**config.mk**
```make
export PLATFORM = sky130hd
export DESIGN_NAME = stopwatch_ctrl
export DESIGN_NICKNAME = d
export VERILOG_FILES = /design/src/rtl/stopwatch_ctrl.sv
export SDC_FILE = /design/constraint.sdc
export NUM_CORES = 1
export LEC_CHECK = 0
export CAP_MARGIN = 20
export CORE_MARGIN = 2
export CORE_UTILIZATION = 29
export DETAILED_ROUTE_END_ITERATION = 10
export GPL_ROUTABILITY_DRIVEN = 0
export HOLD_SLACK_MARGIN = 0.02
export PLACE_DENSITY = 0.51
export SLEW_MARGIN = 20
export SYNTH_ARGS = -nofsm -noshare
export SYNTH_HDL_FRONTEND = slang
export SYNTH_SLANG_ARGS = --single-unit
```
**constraint.sdc**
```tcl
create_clock -name clk -period 3.3 [get_ports clk]
set_input_delay 0.66 -clock clk [delete_from_list [all_inputs] [get_ports clk]]
set_output_delay 0.66 -clock clk [all_outputs]
set_load 0.005 [all_outputs]
```
**src/rtl/stopwatch_ctrl.sv**
```systemverilog
// rtl/stopwatch_ctrl.sv - front-panel key/mode controller for the stopwatch/timer display
// Debounces start/stop and clear, runs the CLEAR/IDLE/RUN/PAUSE/DONE machine, makes the 1 Hz tick and alarm blink.
module stopwatch_ctrl #(
  parameter int CLK_HZ       = 50_000_000,
  parameter int DEBOUNCE_CYC = 1_000_000
) (
  input  logic       clk,
  input  logic       reset,
  input  logic       key_startstop_n,
  input  logic       key_clear_n,
  input  logic       sw_timer,
  input  logic [1:0] sw_preset,
  input  logic       done_time,
  output logic       one_second,
  output logic       start_clk,
  output logic       timer,
  output logic       fifteen,
  output logic       thirty,
  output logic       fortyfive,
  output logic       disp_reset,
  output logic       alarm_led
);

  localparam int TW = $clog2(CLK_HZ);
  localparam int DW = $clog2(DEBOUNCE_CYC + 1);
  localparam logic [TW-1:0] TICK_MAX  = TW'(CLK_HZ - 1);
  localparam logic [TW-1:0] BLINK_MAX = TW'(CLK_HZ / 4 - 1);
  localparam logic [DW-1:0] DB_MAX    = DW'(DEBOUNCE_CYC - 1);

  typedef enum logic [2:0] {S_CLEAR, S_IDLE, S_RUN, S_PAUSE, S_DONE} state_e;

  state_e        state_q, state_d;
  logic [1:0]    raw_pressed;
  logic [1:0]    sync1_q, sync2_q;
  logic [1:0]    level_q, level_d, level_prev_q;
  logic [DW-1:0] db_cnt_q [2];
  logic [DW-1:0] db_cnt_d [2];
  logic          press_start, press_clear;
  logic          timer_q, timer_d;
  logic [1:0]    preset_q, preset_d;
  logic          sw_changed;
  logic [TW-1:0] tick_cnt_q, tick_cnt_d;
  logic          alarm_q, alarm_d;

  // Index 0 is start/stop, index 1 is clear.
  assign raw_pressed = {~key_clear_n, ~key_startstop_n};

  always_comb begin
    for (int k = 0; k < 2; k++) begin
      level_d[k]  = level_q[k];
      db_cnt_d[k] = '0;
      if (sync2_q[k] != level_q[k]) begin
        if (db_cnt_q[k] == DB_MAX) level_d[k] = sync2_q[k];
        else                       db_cnt_d[k] = db_cnt_q[k] + DW'(1);
      end
    end
  end

  always_ff @(posedge clk or negedge reset) begin
    if (!reset) begin
      sync1_q      <= '0;
      sync2_q      <= '0;
      level_q      <= '0;
      level_prev_q <= '0;
      for (int k = 0; k < 2; k++) db_cnt_q[k] <= '0;
    end else begin
      sync1_q      <= raw_pressed;
      sync2_q      <= sync1_q;
      level_q      <= level_d;
      level_prev_q <= level_q;
      for (int k = 0; k < 2; k++) db_cnt_q[k] <= db_cnt_d[k];
    end
  end

  assign press_start = level_q[0] & ~level_prev_q[0];
  assign press_clear = level_q[1] & ~level_prev_q[1];
  assign sw_changed  = (sw_timer != timer_q) || (sw_preset != preset_q);

  always_ff @(posedge clk or negedge reset) begin
    if (!reset) state_q <= S_CLEAR;
    else        state_q <= state_d;
  end

  always_comb begin
    state_d = state_q;
    case (state_q)
      S_CLEAR: state_d = S_IDLE;
      S_IDLE: begin
        if (press_clear)      state_d = S_CLEAR;
        else if (press_start) state_d = S_RUN;
        else if (sw_changed)  state_d = S_CLEAR;
      end
      S_RUN: begin
        if (press_clear)                state_d = S_CLEAR;
        else if (timer_q && done_time)  state_d = S_DONE;
        else if (press_start)           state_d = S_PAUSE;
      end
      S_PAUSE: begin
        if (press_clear)      state_d = S_CLEAR;
        else if (press_start) state_d = S_RUN;
      end
      S_DONE: begin
        if (press_clear) state_d = S_CLEAR;
      end
      default: state_d = S_CLEAR;
    endcase
  end

  // Latches load on entry to CLEAR so the strobes are valid alongside disp_reset.
  always_comb begin
    timer_d  = timer_q;
    preset_d = preset_q;
    if (state_d == S_CLEAR && state_q != S_CLEAR) begin
      timer_d  = sw_timer;
      preset_d = sw_preset;
    end
  end

  always_comb begin
    tick_cnt_d = '0;
    case (state_q)
      S_RUN: begin
        if (state_d == S_DONE)        tick_cnt_d = '0;
        else if (tick_cnt_q == TICK_MAX) tick_cnt_d = '0;
        else                          tick_cnt_d = tick_cnt_q + TW'(1);
      end
      S_PAUSE: tick_cnt_d = tick_cnt_q;
      S_DONE: begin
        if (tick_cnt_q >= BLINK_MAX) tick_cnt_d = '0;
        else                         tick_cnt_d = tick_cnt_q + TW'(1);
      end
      default: tick_cnt_d = '0;
    endcase
  end

  always_comb begin
    alarm_d = 1'b0;
    if (state_q == S_DONE && state_d == S_DONE)
      alarm_d = alarm_q ^ (tick_cnt_q >= BLINK_MAX);
  end

  always_ff @(posedge clk or negedge reset) begin
    if (!reset) begin
      timer_q    <= 1'b0;
      preset_q   <= 2'b00;
      tick_cnt_q <= '0;
      alarm_q    <= 1'b0;
    end else begin
      timer_q    <= timer_d;
      preset_q   <= preset_d;
      tick_cnt_q <= tick_cnt_d;
      alarm_q    <= alarm_d;
    end
  end

  always_comb begin
    disp_reset = (state_q == S_CLEAR);
    start_clk  = (state_q == S_RUN);
    one_second = (state_q == S_RUN) && (tick_cnt_q == TICK_MAX);
    timer      = timer_q;
    fifteen    = (preset_q == 2'b01);
    thirty     = (preset_q == 2'b10);
    fortyfive  = (preset_q == 2'b11);
    alarm_led  = alarm_q;
  end

endmodule

```
==> flow_metrics.py, run 1 <==
metrics = {
    "sta": {
        "fin_skew_ps": 5.33,
        "report.final.slew_viol_count": 0,
        "min_period_ps": 3070,
        "period_share_pct": 93.1,
        "rsz0062_at_grt": "false",
        "finalHoldViolations": 0,
        "slew_headroom_pct": 56.8,
        "setup_viol": 0,
        "whs_ps": 268,
        "fmax_mhz": 326,
        "setup_tns_ps": 0,
        "worst_pin_slew_ps": 643,
    },
    "power_and_ir_drop": {
        "clkPwrFrac_pct": 44.5,
        "netSwitchingFraction_pct": 23.6,
        "power_switching_w": 0.000552,
        "ir_worst_vdd_mv": 0.259,
        "p_leak_nw": 1.94,
        "p_int_w": 0.00178,
        "powerDensity_nw_per_um2": 481,
        "seq_power_share_pct": 46.2,
        "combPwrFrac_pct": 9.3,
    },
    "clock_tree": {
        "root_buffer": "clkbuf_16",
        "clk_pin_slew_ps": 60,
        "cts_setup_buffers": 0,
        "h-tree-depth": 3,
        "cts_hold_buf": 0,
        "post_cts_resized": 0,
        "clock_path_buffers": 2,
        "cts.sinks": 81,
        "numCtsBuffers": 9,
        "cts_tree": "built",
        "clock_latency_ps": 330,
    },
    "die": {
        "initial_core_util_pct": 29.9,
        "dieArea_sq_um": 15400,
        "core_area_sq_um": 14000,
        "num_rows": 43,
        "io_pins": 16,
        "die_height_um": 124,
        "die_x_um": 124,
    },
    "global_route": {
        "grt_most_used_layer": "met2",
        "grt_max_degree": 34,
        "grt_pass1_vias": 2987,
        "gr-usage-met1_pct": 16.3,
        "grt_pass1_wl_um": 14400,
        "antenna_found_initial": 0,
        "groute.layer.met3.usage_pct": 3.16,
        "grtUsageMet2_pct": 18.3,
        "grt_overflow_total": 0,
        "gr-usage-all-layers_pct": 11.8,
    },
    "route": {
        "dr.first_iter.drc_count": 215,
        "first_pass_iters": 4,
        "vias": 2991,
        "vias_per_cell": 4.79,
        "wl_um": 8120,
        "ant_nets": 0,
        "post_drt_wl_per_cell_um": 13.0,
        "drc": 0,
    },
    "yosys": {
        "synth_cells": 419,
        "yosysSeqAreaShare_pct": 48.4,
        "avgSynthCellArea_sq_um": 9.99,
        "yosysWarnings": 0,
        "synth.net_count": 430,
        "ys_ff_latch": 81,
        "synth_ff_type": "dfrtp_1",
        "synthArstFlopShare_pct": 100,
        "post_synth_num_cell_types": 53,
        "synth_edf_count": 0,
        "syn_area_sq_um": 4180,
    },
    "worst_setup_path": {
        "worstSetupStartpointType": "register",
        "worst_setup_path_end_kind": "output pin",
        "cp.required_ps": 2640,
        "critPathMaxFanout": 5,
        "path_class": "reg -> out",
        "arrival_ps": 2410,
    },
    "min_path": {
        "hold_path.class": "in -> async",
    },
    "cells_and_area": {
        "num_antenna_cells": 0,
        "drive_above_1_share_pct": 14.8,
        "final_core_util_pct": 34.7,
        "final_cell_mix": "dfrtp_1 (81), nor2_1 (53), xor2_1 (44)",
        "nNetsFinal": 451,
        "final_common_cell": "dfrtp_1",
        "area_growth_pct": 16.1,
    },
    "placed_design": {
        "place_hpwl_um": 5560,
        "portBuffers": 15,
    },
    "job": {
        "cap_violations": 0,
    },
    "run_status": {
        "status": "complete, no violations",
    },
}
-- metrics by stage --
| step | instances | power (W) | cell area (sq um) | setup slack, ps |
|---|---|---|---|---|
| global placement | 609 | 0.00131 | 4540 | 607 |
| global route | 625 | 0.00244 | 4860 | 71.4 |
| finish | 625 | 0.00234 | 4860 | 228 |
| CTS | 625 | 0.00238 | 4850 | 215 |
| floorplan | 419 | 0.00120 | 4180 | 1170 |
| detailed placement | 609 | 0.00132 | 4540 | 597 |
-- cell families (layout without fill, tap and decap cells) --
family          after synthesis  after routing  share of synthesized area, %
simple gates                219            219                          28.9
buf+inv                      19             45                          2.24
xor+xnor                     60             60                          12.6
flops                        81             81                          48.4
mux                           6              6                          1.58
fa+ha+maj                     3              3                         0.897
compound gates               31             31                          5.41
-- flip-flops by register name, indices dropped and copies added, names as in the netlist --
signal / flops
db_cnt_q: 40
tick_cnt_q: 26
state_q: 3
level_prev_q: 2
level_q: 2
preset_q: 2
sync1_q: 2
sync2_q: 2
alarm_led: 1
timer: 1
-- power groups by stage --
stage                     logic, W  clock network [W]  registers, W
final                     0.000217            0.00104       0.00108
after global routing      0.000240            0.00112       0.00109
after CTS                 0.000222            0.00108       0.00108
after detailed placement  0.000221                  0       0.00110
after global placement    0.000216                  0       0.00110
after floorplan           0.000121                  0       0.00108
-- routing by layer --
metal / routed length (um) / share of wire, % / up-vias
met3: 225 / 2.8 / 9
met1: 4040 / 50 / 1449
li1: - / - / 1495
met5: 0 / 0 / -
met4: 95 / 1.2 / 0
met2: 3760 / 46 / 38
-- worst max-delay path, cell delays in order, from the launching register on --
cell             delay [ps]
dfrtp_1                 420
or4_1                   550
nor4_2                  390
and3_1                  220
clkdlybuf4s50_1         500
-- layout make-up --
cell class	count	area (sq um)
fillers	1416	9130
repair buffers	21	193
well taps	180	225
multi-input cells	319	2070
flip-flops and latches	81	2030
clock buffers	11	253
clock inverters	5	61.3
inverters	8	30.0
-- cell usage after synthesis (all sizes together), types with 3 or more instances --
cell type	instances	area share, %
a211oi	3	0.84
a21oi	9	1.4
and3	12	1.9
and4	6	1.3
buf	4	0.90
clkbuf	7	0.63
dfrtp	81	48
ha	3	0.90
inv	8	0.72
mux2	5	1.3
nand2	37	3.3
nand3	27	3.2
nand4	19	2.8
nor2	73	7.9
nor2b	5	0.75
nor3	7	0.84
nor4	11	2.3
o21ai	8	0.96
or2	3	0.45
or3	3	0.57
or4	3	0.63
xnor2	16	3.3
xor2	44	9.2
-- path summary, 6_finish.rpt --
| kind | startpoint | depth (start not counted) | to | slack (ps) |
|---|---|---|---|---|
| max | tick_cnt_q[10]$_DFFE_PN0P_ | 4 | one_second | 230 |
| min | reset | 1 | alarm_led$_DFF_PN0_ | 270 |
| max reg2reg | tick_cnt_q[10]$_DFFE_PN0P_ | 6 | tick_cnt_q[25]$_DFFE_PN0P_ | 1020 |
| min reg2reg | sync1_q[0]$_DFF_PN0_ | 0 | sync2_q[0]$_DFF_PN0_ | 350 |
| max in group asynchronous | reset | 2 | db_cnt_q[1]$_DFF_PN0_ | 2320 |
| min in group clk | sync1_q[0]$_DFF_PN0_ | 0 | sync2_q[0]$_DFF_PN0_ | 350 |
(Power assumes the default switching activity.)
==> run 2: changes to the inputs <==
- PLACE_DENSITY: 0.51 -> unset
==> run 2 against run 1 <==
Non-clock buffer count is 3 lower; largest cell class unchanged; maximum frequency increased by 0.93%; first-iteration DRC count is 7.0% lower; sequential share of layout area grew 0.59 points; final cell count is 0.48% lower; flip-flop and latch count is the same; critical path type unchanged; clock skew is 1.3 ps higher; sequential power about the same; hold slack better by 72 ps; critical endpoint unchanged; power is 5.0% lower; highest routed layer unchanged; critical path depth unchanged; worst setup slack improved by 28 ps.
==> flow_metrics.py, run 2 (synthesis gave the netlist of run 1 again) <==
metrics = {
    "run_status": {
        "status": "complete, no violations",
    },
    "sta": {
        "fin_skew_ps": 6.62,
        "report.final.slew_viol_count": 0,
        "finalHoldViolations": 0,
        "setup_tns_ps": 0,
        "whs_ps": 340,
        "slew_headroom_pct": 31.7,
        "fmax_mhz": 329,
        "min_period_ps": 3040,
        "rsz0062_at_grt": "false",
        "setup_viol": 0,
        "period_share_pct": 92.2,
        "worst_pin_slew_ps": 1010,
    },
    "job": {
        "cap_violations": 0,
    },
    "global_route": {
        "gr-usage-all-layers_pct": 11.2,
        "grt_max_degree": 82,
        "antenna_found_initial": 0,
        "grt_pass1_wl_um": 13800,
        "grt_pass1_vias": 2960,
        "grt_overflow_total": 0,
    },
    "clock_tree": {
        "numCtsBuffers": 9,
        "cts_setup_buffers": 0,
        "clock_latency_ps": 330,
        "clk_pin_slew_ps": 60,
        "cts_hold_buf": 0,
        "cts_tree": "built",
        "post_cts_resized": 0,
        "root_buffer": "clkbuf_16",
        "h-tree-depth": 3,
        "cts.sinks": 81,
        "clock_path_buffers": 2,
    },
    "min_path": {
        "hold_path.class": "in -> async",
    },
    "route": {
        "dr.first_iter.drc_count": 200,
        "vias_per_cell": 4.78,
        "ant_nets": 0,
        "vias": 2975,
        "post_drt_wl_per_cell_um": 12.7,
        "drc": 0,
        "wl_um": 7890,
        "first_pass_iters": 4,
    },
    "worst_setup_path": {
        "arrival_ps": 2380,
        "path_class": "reg -> out",
        "cp.required_ps": 2640,
        "worstSetupStartpointType": "register",
        "worst_setup_path_end_kind": "output pin",
        "critPathMaxFanout": 5,
    },
    "placed_design": {
        "place_hpwl_um": 5200,
        "portBuffers": 15,
    },
    "cells_and_area": {
        "largest_reg_flops": 40,
        "num_antenna_cells": 0,
        "top_register": "db_cnt_q",
        "final_cell_mix": "dfrtp_1 (81), nor2_1 (53), xor2_1 (44)",
        "nNetsFinal": 448,
        "final_common_cell": "dfrtp_1",
        "reg_top3": "db_cnt_q x40, tick_cnt_q x26, state_q x3",
        "area_growth_pct": 14.5,
        "drive_above_1_share_pct": 13.6,
    },
    "die": {
        "io_pins": 16,
        "dieArea_sq_um": 15400,
        "num_rows": 43,
        "die_x_um": 124,
        "die_height_um": 124,
        "core_area_sq_um": 14000,
        "initial_core_util_pct": 29.9,
    },
    "power_and_ir_drop": {
        "ir_worst_vdd_mv": 0.249,
        "p_leak_nw": 1.90,
        "powerDensity_nw_per_um2": 463,
    },
}
==> run 2: layout make-up <==
class | count | area, sq um
fillers | 1402 | 9200
multi-input cells | 319 | 2060
flip-flops and latches | 81 | 2030
clock buffers | 11 | 233
well taps | 180 | 225
repair buffers | 18 | 174
clock inverters | 5 | 38.8
inverters | 8 | 30.0
==> run 2: path summary, 6_finish.rpt <==
path / startpoint / to / slack (ps) / cells past startpoint
min in group clk: sync1_q[0]$_DFF_PN0_ / sync2_q[0]$_DFF_PN0_ / 350 / 0
max in group asynchronous: reset / sync2_q[1]$_DFF_PN0_ / 2430 / 1
setup reg to reg: state_q[0]$_DFF_PN0_ / tick_cnt_q[18]$_DFFE_PN0P_ / 930 / 5
setup / recovery: tick_cnt_q[10]$_DFFE_PN0P_ / one_second / 260 / 4
hold / removal: reset / tick_cnt_q[6]$_DFFE_PN0P_ / 340 / 1
hold reg to reg: sync1_q[0]$_DFF_PN0_ / sync2_q[0]$_DFF_PN0_ / 350 / 0
==> run 2: per-stage QoR <==
step,util [%],instance area [sq um],power [W],instances,worst slack [ps]
5_1_grt,34.2,4790,0.00233,622,89.3
6_report,34.2,4790,0.00222,622,256
4_1_cts,34.2,4790,0.00225,622,225
3_3_place_gp,32.3,4520,0.00131,606,620
2_1_floorplan,-,4180,0.00120,419,1170
3_5_place_dp,32.3,4520,0.00131,606,595
==> run 2: worst max-delay path, cell delays in order (launching register included) <==
cell,delay [ps]
dfrtp_1,420
or4_1,540
nor4_2,380
and3_1,220
clkdlybuf4s50_1,500
==> run 2: metal layers <==
metal  global-route usage (%)  part of all wire, %  up-vias
li1                         -                    -     1484
met1                     14.9                   49     1447
met2                     18.2                   46       37
met3                     3.02                  3.4        7
met4                     2.74                 0.84        0
met5                        0                    0        -
==> run 2: where the power goes <==
part / internal (W) / switching, W
combinational: 0.000124 / 0.0000876
clock: 0.000516 / 0.000409
sequential: 0.00103 / 0.0000542
total: 0.00167 / 0.000551
